`config.mk`:
```
export PLATFORM = sky130hd
export DESIGN_NAME = uart_tx
export DESIGN_NICKNAME = d
export VERILOG_FILES = /design/src/rtl/uart_pkg.sv /design/src/rtl/uart_tx_baud_counter.sv /design/src/rtl/uart_tx.sv
export SDC_FILE = /design/constraint.sdc
export NUM_CORES = 1
export LEC_CHECK = 0
export BUFFER_PORTS_ARGS = -buffer_cell sky130_fd_sc_hd__buf_2
export CORE_MARGIN = 3
export CORE_UTILIZATION = 57
export CTS_CLUSTER_DIAMETER = 40
export DETAILED_ROUTE_END_ITERATION = 16
export GPL_ROUTABILITY_DRIVEN = 0
export HOLD_SLACK_MARGIN = 0.06
export PLACE_DENSITY = 0.84
export SYNTH_ARGS = -nofsm -noshare
export SYNTH_HDL_FRONTEND = slang
export SYNTH_HIERARCHICAL = 1
export SYNTH_SLANG_ARGS = --single-unit
```
`constraint.sdc`:
```
create_clock -name CLK -period 3.7 [get_ports CLK]
set_input_delay 0.555 -clock CLK [delete_from_list [all_inputs] [get_ports CLK]]
set_output_delay 0.555 -clock CLK [all_outputs]
set_load 0.1 [all_outputs]
```
`src/rtl/uart_pkg.sv`:
```
// rtl/uart_pkg.sv - shared UART transmitter types and constants.
// UART_TX_PARITY_EN adds the PARITY state to the TX state enum.
package uart_pkg;

`ifdef UART_TX_PARITY_EN
  typedef enum logic [2:0] {
    IDLE   = 3'd0,
    START  = 3'd1,
    DATA   = 3'd2,
    PARITY = 3'd3,
    STOP   = 3'd4
  } tx_state_e;
`else
  typedef enum logic [2:0] {
    IDLE   = 3'd0,
    START  = 3'd1,
    DATA   = 3'd2,
    STOP   = 3'd4
  } tx_state_e;
`endif

  localparam logic PAR_EVEN = 1'b0;
  localparam logic PAR_ODD  = 1'b1;

  localparam int FRAME_BITS_NOPAR = 10;
  localparam int FRAME_BITS_PAR   = 11;

endpackage

```
`src/rtl/uart_tx_baud_counter.sv`:
```
// rtl/uart_tx_baud_counter.sv - per-bit edge counter and frame bit counter for uart_tx.
// Both counters hold at zero while enable_i is low.
module uart_tx_baud_counter #(
  parameter int PRESCALE_WIDTH = 6,
  parameter int BIT_CNT_WIDTH  = 4
) (
  input  logic                      CLK,
  input  logic                      RST,
  input  logic                      enable_i,
  input  logic [PRESCALE_WIDTH-1:0] prescale_i,
  output logic                      bit_done_o,
  output logic [BIT_CNT_WIDTH-1:0]  bit_cnt_o
);

  logic [PRESCALE_WIDTH-1:0] cyc_q, cyc_d;
  logic [BIT_CNT_WIDTH-1:0]  bit_q, bit_d;
  logic                      done;

  always_ff @(posedge CLK or negedge RST) begin
    if (!RST) begin
      cyc_q <= '0;
      bit_q <= '0;
    end else begin
      cyc_q <= cyc_d;
      bit_q <= bit_d;
    end
  end

  always_comb begin
    cyc_d = '0;
    bit_d = '0;
    done  = 1'b0;
    if (enable_i) begin
      done = (cyc_q == prescale_i - PRESCALE_WIDTH'(1));
      if (done) begin
        cyc_d = '0;
        bit_d = bit_q + BIT_CNT_WIDTH'(1);
      end else begin
        cyc_d = cyc_q + PRESCALE_WIDTH'(1);
        bit_d = bit_q;
      end
    end
  end

  assign bit_done_o = done;
  assign bit_cnt_o  = bit_q;

endmodule

```
`src/rtl/uart_tx.sv`:
```
// rtl/uart_tx.sv - UART transmitter: start, LSB-first data, optional parity, stop.
// UART_TX_PARITY_EN enables the PAR_EN/PAR_TYP ports and the parity bit.
module uart_tx
  import uart_pkg::*;
#(
  parameter int PRESCALE_WIDTH = 6,
  parameter int DATA_WIDTH     = 8
) (
  input  logic                      CLK,
  input  logic                      RST,
  input  logic [DATA_WIDTH-1:0]     P_DATA,
  input  logic                      Data_Valid,
  input  logic [PRESCALE_WIDTH-1:0] Prescale,
`ifdef UART_TX_PARITY_EN
  input  logic                      PAR_EN,
  input  logic                      PAR_TYP,
`endif
  output logic                      TX_OUT,
  output logic                      busy
);

  localparam int BCW = $clog2(DATA_WIDTH + 4);
  localparam logic [PRESCALE_WIDTH-1:0] PS_MIN = PRESCALE_WIDTH'(2);

  tx_state_e                 state_q, state_d;
  logic [DATA_WIDTH-1:0]     data_q, data_d;
  logic [DATA_WIDTH-1:0]     data_mask;
  logic [PRESCALE_WIDTH-1:0] ps_q, ps_d;
  logic                      tx_q, tx_d;
  logic                      busy_q, busy_d;
  logic                      baud_en;
  logic                      bit_done;
  logic                      data_bit;
  logic [BCW-1:0]            bit_cnt, bit_cnt_nx;
`ifdef UART_TX_PARITY_EN
  logic                      par_en_q, par_en_d;
  logic                      par_typ_q, par_typ_d;
  logic                      par_bit;
`endif

  assign baud_en = (state_q != IDLE);

  uart_tx_baud_counter #(
    .PRESCALE_WIDTH(PRESCALE_WIDTH),
    .BIT_CNT_WIDTH (BCW)
  ) u_baud (
    .CLK       (CLK),
    .RST       (RST),
    .enable_i  (baud_en),
    .prescale_i(ps_q),
    .bit_done_o(bit_done),
    .bit_cnt_o (bit_cnt)
  );

`ifdef UART_TX_PARITY_EN
  assign par_bit = (par_typ_q == PAR_ODD) ? ~^data_q : ^data_q;
`endif

  always_ff @(posedge CLK or negedge RST) begin
    if (!RST) begin
      state_q   <= IDLE;
      data_q    <= '0;
      ps_q      <= '0;
      tx_q      <= 1'b1;
      busy_q    <= 1'b0;
`ifdef UART_TX_PARITY_EN
      par_en_q  <= 1'b0;
      par_typ_q <= 1'b0;
`endif
    end else begin
      state_q   <= state_d;
      data_q    <= data_d;
      ps_q      <= ps_d;
      tx_q      <= tx_d;
      busy_q    <= busy_d;
`ifdef UART_TX_PARITY_EN
      par_en_q  <= par_en_d;
      par_typ_q <= par_typ_d;
`endif
    end
  end

  // Outputs are decoded from the next state so TX_OUT and busy come straight from flops.
  always_comb begin
    state_d    = state_q;
    data_d     = data_q;
    ps_d       = ps_q;
`ifdef UART_TX_PARITY_EN
    par_en_d   = par_en_q;
    par_typ_d  = par_typ_q;
`endif
    tx_d       = 1'b1;
    busy_d     = 1'b1;
    bit_cnt_nx = bit_cnt + BCW'(bit_done);
    data_mask  = DATA_WIDTH'(1) << (bit_cnt_nx - BCW'(1));
    data_bit   = |(data_q & data_mask);

    case (state_q)
      IDLE: begin
        if (Data_Valid) begin
          state_d   = START;
          data_d    = P_DATA;
          ps_d      = (Prescale < PS_MIN) ? PS_MIN : Prescale;
`ifdef UART_TX_PARITY_EN
          par_en_d  = PAR_EN;
          par_typ_d = PAR_TYP;
`endif
        end
      end
      START: begin
        if (bit_done) state_d = DATA;
      end
      DATA: begin
        if (bit_done && (bit_cnt == BCW'(DATA_WIDTH))) begin
`ifdef UART_TX_PARITY_EN
          state_d = par_en_q ? PARITY : STOP;
`else
          state_d = STOP;
`endif
        end
      end
`ifdef UART_TX_PARITY_EN
      PARITY: begin
        if (bit_done) state_d = STOP;
      end
`endif
      STOP: begin
        if (bit_done) state_d = IDLE;
      end
      default: state_d = IDLE;
    endcase

    case (state_d)
      IDLE: begin
        tx_d   = 1'b1;
        busy_d = 1'b0;
      end
      START:  tx_d = 1'b0;
      DATA:   tx_d = data_bit;
`ifdef UART_TX_PARITY_EN
      PARITY: tx_d = par_bit;
`endif
      default: tx_d = 1'b1;
    endcase
  end

  assign TX_OUT = tx_q;
  assign busy   = busy_q;

endmodule

```
==> out/results.md, run 1 <==
| Parameter | Reported | Unit |
| --- | --- | --- |
| Dominant cell by count in the synthesized netlist | sky130_fd_sc_hd__dfrtp_1 | - |
| # nets final | 182 | - |
| Ant diodes | 0 | - |
| Maximum number of pins on one net before global-route repair | 30 | - |
| DIE AREA | 3460 | µm² |
| Max-slew headroom | 0.549 | - |
| Startpoint class of the critical path | flop | - |
| Reg-to-reg startpoint | ps_q[1] | - |
| Worst endpoint required time | 3.95 | ns |
| Clock edge transition at the registers on the reported setup and hold paths | 0.09 | ns |
| Slack of the worst reg-to-reg path | 0.27 | ns |
| Data arrival time at the worst-slack endpoint | 3.69 | ns |
| Total length of routed met2 wires | 1560 | µm |
| Post-synth top area share | 0.440 | - |
| Placed Cells incl. Taps | 183 | - |
| Count of hold buffers inserted by post-cts repair | 0 | - |
| Share of the yosys chip area belonging to registers | 0.456 | - |
| Period utilisation layout | 0.928 | - |
| Top-level I/O count | 19 | - |
| Top cell type by total area after synthesis | sky130_fd_sc_hd__dfrtp_1 | - |
| Iter 0 DRT Violations | 39 | - |
| CP Class | reg -> reg | - |
| Area of the multi-input gates | 801 | µm² |
| Unique cell type count in the Yosys netlist | 40 | - |
| Syn Std Cell Area | 1590 | µm² |
| Vertical die dimension | 58.9 | µm |
| Global-route congestion overflow total | 0 | - |
| Cell Pwr Density | 759 | nW/µm² |
| Routed wl met3 | 170 | µm |
| Initial antenna violation count | 0 | - |
| Leakage | 0.782 | nW |
| Ys Warns | 6 | - |
| Final hold violation count | 0 | - |
| Count of fill cells added during filler insertion | 210 | - |
| Non-filler cells in the finished layout | 191 | - |
| Final routed DRC violation total | 0 | - |
| Remaining antenna violation count | 0 | - |
| Cell chosen for the clock root | sky130_fd_sc_hd__clkbuf_4 | - |
| Top cells by count, synth | sky130_fd_sc_hd__dfrtp_1, sky130_fd_sc_hd__nor2_1, sky130_fd_sc_hd__a21oi_1, sky130_fd_sc_hd__inv_1, sky130_fd_sc_hd__xnor2_1 | - |
| Uppermost metal layer occupied by signal nets | met4 | - |
| Number of enable-type register cells in the synthesized netlist | 0 | - |
| Synth top area cells | sky130_fd_sc_hd__dfrtp_1, sky130_fd_sc_hd__mux2_4, sky130_fd_sc_hd__xnor2_1 | - |
| Run status | complete, no violations | - |
| Clock tree from TritonCTS | done | - |
| Wire length per cell | 16.0 | µm |
| DRT met1 WL | 1250 | µm |
| Horiz. Die Dim | 58.9 | µm |
| H-tree lvl count | 2 | - |
| Clock sink total | 29 | - |
| Clock Latency Late Sink | 0.33 | ns |
| Worst supply voltage drop on vdd | 0.000602 | V |
| Initial core utilization | 0.620 | - |
| Synthesized area divided by synthesized cell count | 11.6 | µm² |
| Average vias per placed instance | 5.86 | - |
| Startpoint of the most critical setup path | ps_q[1] | - |
| Category of the worst setup path capture point | flop | - |
| Max-slew violation total from the final report | 0 | - |
| Shortest clock period the worst path allows after layout | 3.43 | ns |
| Final WL | 3050 | µm |
| Vias in the first global route | 1147 | - |
| Number of setup violations in the final report | 0 | - |
| Register Area | 727 | µm² |
| Worst min-delay path category | in -> async | - |
| Setup repair after global routing missed its margin | false | - |
| Share of synthesized flip-flops with an asynchronous set or reset | 1.00 | - |
| DP HPWL | 2290 | µm |
| Total nets after synthesis | 159 | - |
| Max Clock Skew | 0.0108 | ns |
| Resized Gates After CTS | 0 | - |
| Fin util | 0.685 | - |
| Aggregate global-route resource usage | 0.200 | - |
| Endpoint of the worst setup timing path | TX_OUT | - |
| TritonCTS Buffers | 5 | - |
| Crit Reg-Reg Endpoint | TX_OUT | - |
| Num rows | 18 | - |
| Layout Area Growth over Synthesis | 10.4 | % |
| Layout cells sized above 1 | 0.292 | - |
| Global-route wire length before repair | 5030 | µm |
| Vias after detailed routing | 1120 | - |
| Number of search-and-repair iterations in the first detailed-routing pass | 4 | - |
| Total negative slack for setup checks | 0 | ns |
| Max capacitance violation total | 0 | - |
| Number of buffer cells added on primary ports | 18 | - |
| Number of flip-flops and latches in the synthesized netlist | 29 | - |
| Number of instances in the synthesized netlist | 137 | - |
| Maximum fanout along the worst path | 10 | - |
| Buffer count from post-CTS setup fixing | 0 | - |
| Actual transition at the worst max-transition pin | 0.677 | ns |
| Logic depth of the worst register-to-register path | 10 | - |
| Core Footprint | 2570 | µm² |
| Commonest register cell after synthesis | sky130_fd_sc_hd__dfrtp_1 | - |
| Clock tree buffer depth | 2 | - |
| Timing-limited maximum frequency | 291 | MHz |
[placed cells by master (no fill, tap or decap), drive strengths merged, types with 5 or more instances in the layout]
| master | Yosys | routed |
|---|---|---|
| a21oi | 8 | 8 |
| buf | 2 | 18 |
| clkbuf | 0 | 7 |
| dfrtp | 28 | 28 |
| ha | 5 | 5 |
| inv | 9 | 9 |
| mux2 | 12 | 12 |
| nand3b | 5 | 5 |
| nor2 | 12 | 12 |
| or3 | 5 | 5 |
| xnor2 | 8 | 8 |
[power by group]
part	leakage [nW]	switching [mW]	internal, mW
sequential	0.356	0.123	0.436
clock	0.0413	0.105	0.110
combinational	0.384	0.271	0.290
total	0.782	0.499	0.836
[routing by layer]
| layer | up-vias | global-route usage |
|---|---|---|
| met5 | - | 0 |
| met3 | 10 | 0.0811 |
| met2 | 34 | 0.341 |
| met4 | 0 | 0.0874 |
| met1 | 539 | 0.216 |
| li1 | 537 | - |
[through the flow]
| step | worst slack, ns | hold slack [ns] | cell area (µm²) | total power [mW] |
|---|---|---|---|---|
| after floorplan | 0.512 | 0.259 | 1590 | 1.00 |
| after global placement | 0.471 | 0.490 | 1690 | 1.07 |
| after detailed placement | 0.287 | 0.509 | 1690 | 1.12 |
| after CTS | 0.282 | 0.246 | 1760 | 1.34 |
| after global routing | 0.0793 | 0.247 | 1760 | 1.44 |
| final | 0.268 | 0.223 | 1760 | 1.34 |
[kinds of logic after synthesis]
family | after synthesis | synth area share
xor+xnor | 12 | 0.0660
simple gates | 44 | 0.174
flops | 29 | 0.456
compound gates | 21 | 0.0825
buf+inv | 11 | 0.0408
mux | 15 | 0.141
fa+ha+maj | 5 | 0.0393
[worst max-delay path, stage by stage, from the launching register on]
cell                       delay (ns)
sky130_fd_sc_hd__dfrtp_1         0.40
sky130_fd_sc_hd__or3_1           0.44
sky130_fd_sc_hd__xnor2_1         0.15
sky130_fd_sc_hd__or4_4           0.54
sky130_fd_sc_hd__nor3_1          0.45
sky130_fd_sc_hd__inv_2           0.11
sky130_fd_sc_hd__ha_1            0.23
sky130_fd_sc_hd__xor2_1          0.25
sky130_fd_sc_hd__mux4_1          0.61
sky130_fd_sc_hd__nand3b_1        0.10
sky130_fd_sc_hd__a31oi_1         0.08
[area by class of cell]
cell class	count	area share
inverter	9	0.0192
clock buffer	7	0.0370
multi-input combinational	97	0.455
tap	30	0.0213
clock inverter	1	0.00284
timing repair buffer	18	0.0512
sequential	29	0.413
[registers in the layout, summed over array words and instances, names as in the netlist]
name	flops
TX_OUT	1
busy	1
data_q	8
ps_q	6
state_q	3
u_baud/bit_cnt_o	4
u_baud/cyc_q	6
[worst min path at each step]
| stage | start | to | slack (ns) |
|---|---|---|---|
| after global placement | data_q[0] | data_q[0] | 0.49 |
| final | RST | state_q[0] | 0.22 |
| after detailed placement | data_q[4] | data_q[4] | 0.51 |
| after CTS | RST | state_q[0] | 0.25 |
| after global routing | RST | state_q[0] | 0.25 |
| after floorplan | RST | busy | 0.26 |
No activity file was read; power rests on OpenSTA's default activity.
==> run 2, diff against run 1 <==
- CELL_PAD_IN_SITES_DETAIL_PLACEMENT: default -> 1
- CELL_PAD_IN_SITES_GLOBAL_PLACEMENT: default -> 2
- CORE_UTILIZATION: 57 -> 38
- GPL_TIMING_DRIVEN: default -> 0
==> run 2 against run 1 <==
Compared with the run above: via count down 1.2%; fmax up 0.70%; worst setup slack better by 0.024 ns; sequential share of layout area down 2.0 points; clock power up 35%; first-iteration DRC count down 67%; clock-buffer cell count unchanged; register-to-register slack better by 0.02 ns; global-route usage down 5.2 points; combinational power up 3.6%.
==> out/results.md, run 2 (synthesis results as in run 1) <==
| Parameter | Reported | Unit |
| --- | --- | --- |
| Maximum fanout along the worst path | 10 | - |
| DIE AREA | 5000 | µm² |
| Max capacitance violation total | 0 | - |
| Max-slew headroom | 0.478 | - |
| Power share of the clock group | 0.204 | - |
| Core Footprint | 3850 | µm² |
| Final WL | 3180 | µm |
| Cell chosen for the clock root | sky130_fd_sc_hd__clkbuf_8 | - |
| Number of buffer cells added on primary ports | 18 | - |
| Internal Power | 0.911 | mW |
| Layer with the highest usage after global routing | met2 | - |
| Buffer count from post-CTS setup fixing | 0 | - |
| # nets final | 184 | - |
| Registers with the most flip-flops | data_q: 8 flops, ps_q: 6 flops, u_baud/cyc_q: 6 flops | - |
| Wire length per cell | 15.1 | µm |
| Net switching component of the power | 0.512 | mW |
| Remaining antenna violation count | 0 | - |
| Fin util | 0.480 | - |
| Clock sink total | 29 | - |
| Max Clock Skew | 0.00384 | ns |
| Resized Gates After CTS | 0 | - |
| Run status | complete, no violations | - |
| Max reg flops | 8 | - |
| H-tree lvl count | 2 | - |
| Num rows | 22 | - |
| Switching Share | 0.360 | - |
| Layout Area Growth over Synthesis | 16.1 | % |
| Most frequent standard cell in the layout excluding fill and tap cells | sky130_fd_sc_hd__dfrtp_1 | - |
| Clock Latency Late Sink | 0.28 | ns |
| Horiz. Die Dim | 70.7 | µm |
| Area of the multi-input gates | 806 | µm² |
| Global-route wire length before repair | 5950 | µm |
| Total negative slack for setup checks | 0 | ns |
| Top library cells by usage in the layout, fill and taps aside | sky130_fd_sc_hd__dfrtp_1, sky130_fd_sc_hd__buf_2, sky130_fd_sc_hd__nor2_1 | - |
| Number of search-and-repair iterations in the first detailed-routing pass | 2 | - |
| Clock edge transition at the registers on the reported setup and hold paths | 0.06 | ns |
| Final Worst Setup Slack | 0.292 | ns |
| Category of the worst setup path capture point | flop | - |
| Worst slack on hold paths | 0.304 | ns |
| Share of power burned in combinational logic | 0.408 | - |
| Worst endpoint required time | 3.89 | ns |
| Met2 GRT Util | 0.238 | - |
| Global-route congestion overflow total | 0 | - |
| TritonCTS Buffers | 5 | - |
| Data arrival time at the worst-slack endpoint | 3.60 | ns |
| Average vias per placed instance | 5.25 | - |
| CP Class | reg -> reg | - |
| Shortest clock period the worst path allows after layout | 3.41 | ns |
| Met1 track utilization from global routing | 0.194 | - |
| Leakage | 0.810 | nW |
| Startpoint class of the critical path | flop | - |
| Top-level I/O count | 19 | - |
| Cell Pwr Density | 770 | nW/µm² |
| Iter 0 DRT Violations | 13 | - |
| Met3 capacity usage during global routing | 0.0369 | - |
| Setup repair after global routing missed its margin | false | - |
| Sequential share of power | 0.388 | - |
| Worst supply voltage drop on vdd | 0.000329 | V |
| Initial antenna violation count | 0 | - |
| Maximum number of pins on one net before global-route repair | 30 | - |
| Vertical die dimension | 70.7 | µm |
| Worst min-delay path category | in -> async | - |
| Layout cells sized above 1 | 0.307 | - |
| Setup slack after placement | 0.139 | ns |
| Final hold violation count | 0 | - |
| Register Area | 727 | µm² |
| Period utilisation layout | 0.921 | - |
| Clock tree buffer depth | 2 | - |
| Clock tree from TritonCTS | done | - |
| Ant diodes | 0 | - |
| DP HPWL | 2390 | µm |
| Initial core utilization | 0.413 | - |
| Number of setup violations in the final report | 0 | - |
| Count of hold buffers inserted by post-cts repair | 0 | - |
| Vias after detailed routing | 1107 | - |
| Vias in the first global route | 1255 | - |
| Count of fill cells added during filler insertion | 433 | - |
| Final routed DRC violation total | 0 | - |
| Timing-limited maximum frequency | 293 | MHz |
| Aggregate global-route resource usage | 0.148 | - |
| Register containing the most flip-flops in the final layout | data_q | - |
| Max-slew violation total from the final report | 0 | - |
| Actual transition at the worst max-transition pin | 0.783 | ns |
-- run 2: per-stage QoR --
stage	area (µm²)	std cells	total power [mW]
floorplan	1590	137	1.00
global placement	1740	203	1.11
detailed placement	1740	203	1.14
CTS	1840	211	1.44
global route	1850	211	1.54
finish	1850	211	1.42
-- run 2: power groups by stage --
stage	combinational (mW)	sequential [mW]	clock (mW)
floorplan	0.462	0.542	0
global placement	0.555	0.552	0
detailed placement	0.582	0.559	0
CTS	0.584	0.554	0.298
global route	0.657	0.577	0.309
finish	0.581	0.552	0.290
-- run 2: final cells by class --
class,instances,area share
Inverter,9,0.0183
Sequential cell,29,0.393
Clock inverter,1,0.00271
Multi-Input combinational cell,97,0.436
Tap cell,48,0.0325
Timing Repair Buffer,18,0.0487
Buffer,2,0.0169
Clock buffer,7,0.0521
-- run 2: final timing paths --
kind / from / cells after the start / end / slack [ns]
max in group asynchronous: RST / 1 / state_q[0] / 2.96
worst min-delay path: RST / 1 / u_baud/cyc_q[3] / 0.30
worst max-delay path: ps_q[0] / 11 / TX_OUT / 0.29
worst min register to register: data_q[5] / 1 / data_q[5] / 0.51
worst max register to register: ps_q[0] / 11 / TX_OUT / 0.29
min in group CLK: P_DATA[3] / 2 / data_q[3] / 0.50
-- run 2: routing by layer --
| metal | part of all wire | vias up | wire, µm |
|---|---|---|---|
| li1 | - | 542 | - |
| met1 | 0.48 | 543 | 1530 |
| met2 | 0.47 | 18 | 1500 |
| met3 | 0.035 | 4 | 112 |
| met4 | 0.012 | 0 | 38 |
| met5 | 0 | - | 0 |
-- run 2: worst max-delay path, cell delays in order, from the launching register on --
cell                      delay [ns]
sky130_fd_sc_hd__dfrtp_1        0.43
sky130_fd_sc_hd__or3_1          0.42
sky130_fd_sc_hd__xnor2_1        0.15
sky130_fd_sc_hd__or4_4          0.48
sky130_fd_sc_hd__buf_6          0.15
sky130_fd_sc_hd__nor3_2         0.30
sky130_fd_sc_hd__inv_2          0.11
sky130_fd_sc_hd__ha_1           0.23
sky130_fd_sc_hd__xor2_1         0.26
sky130_fd_sc_hd__mux4_1         0.60
sky130_fd_sc_hd__o21ai_1        0.10
sky130_fd_sc_hd__a31oi_1        0.10
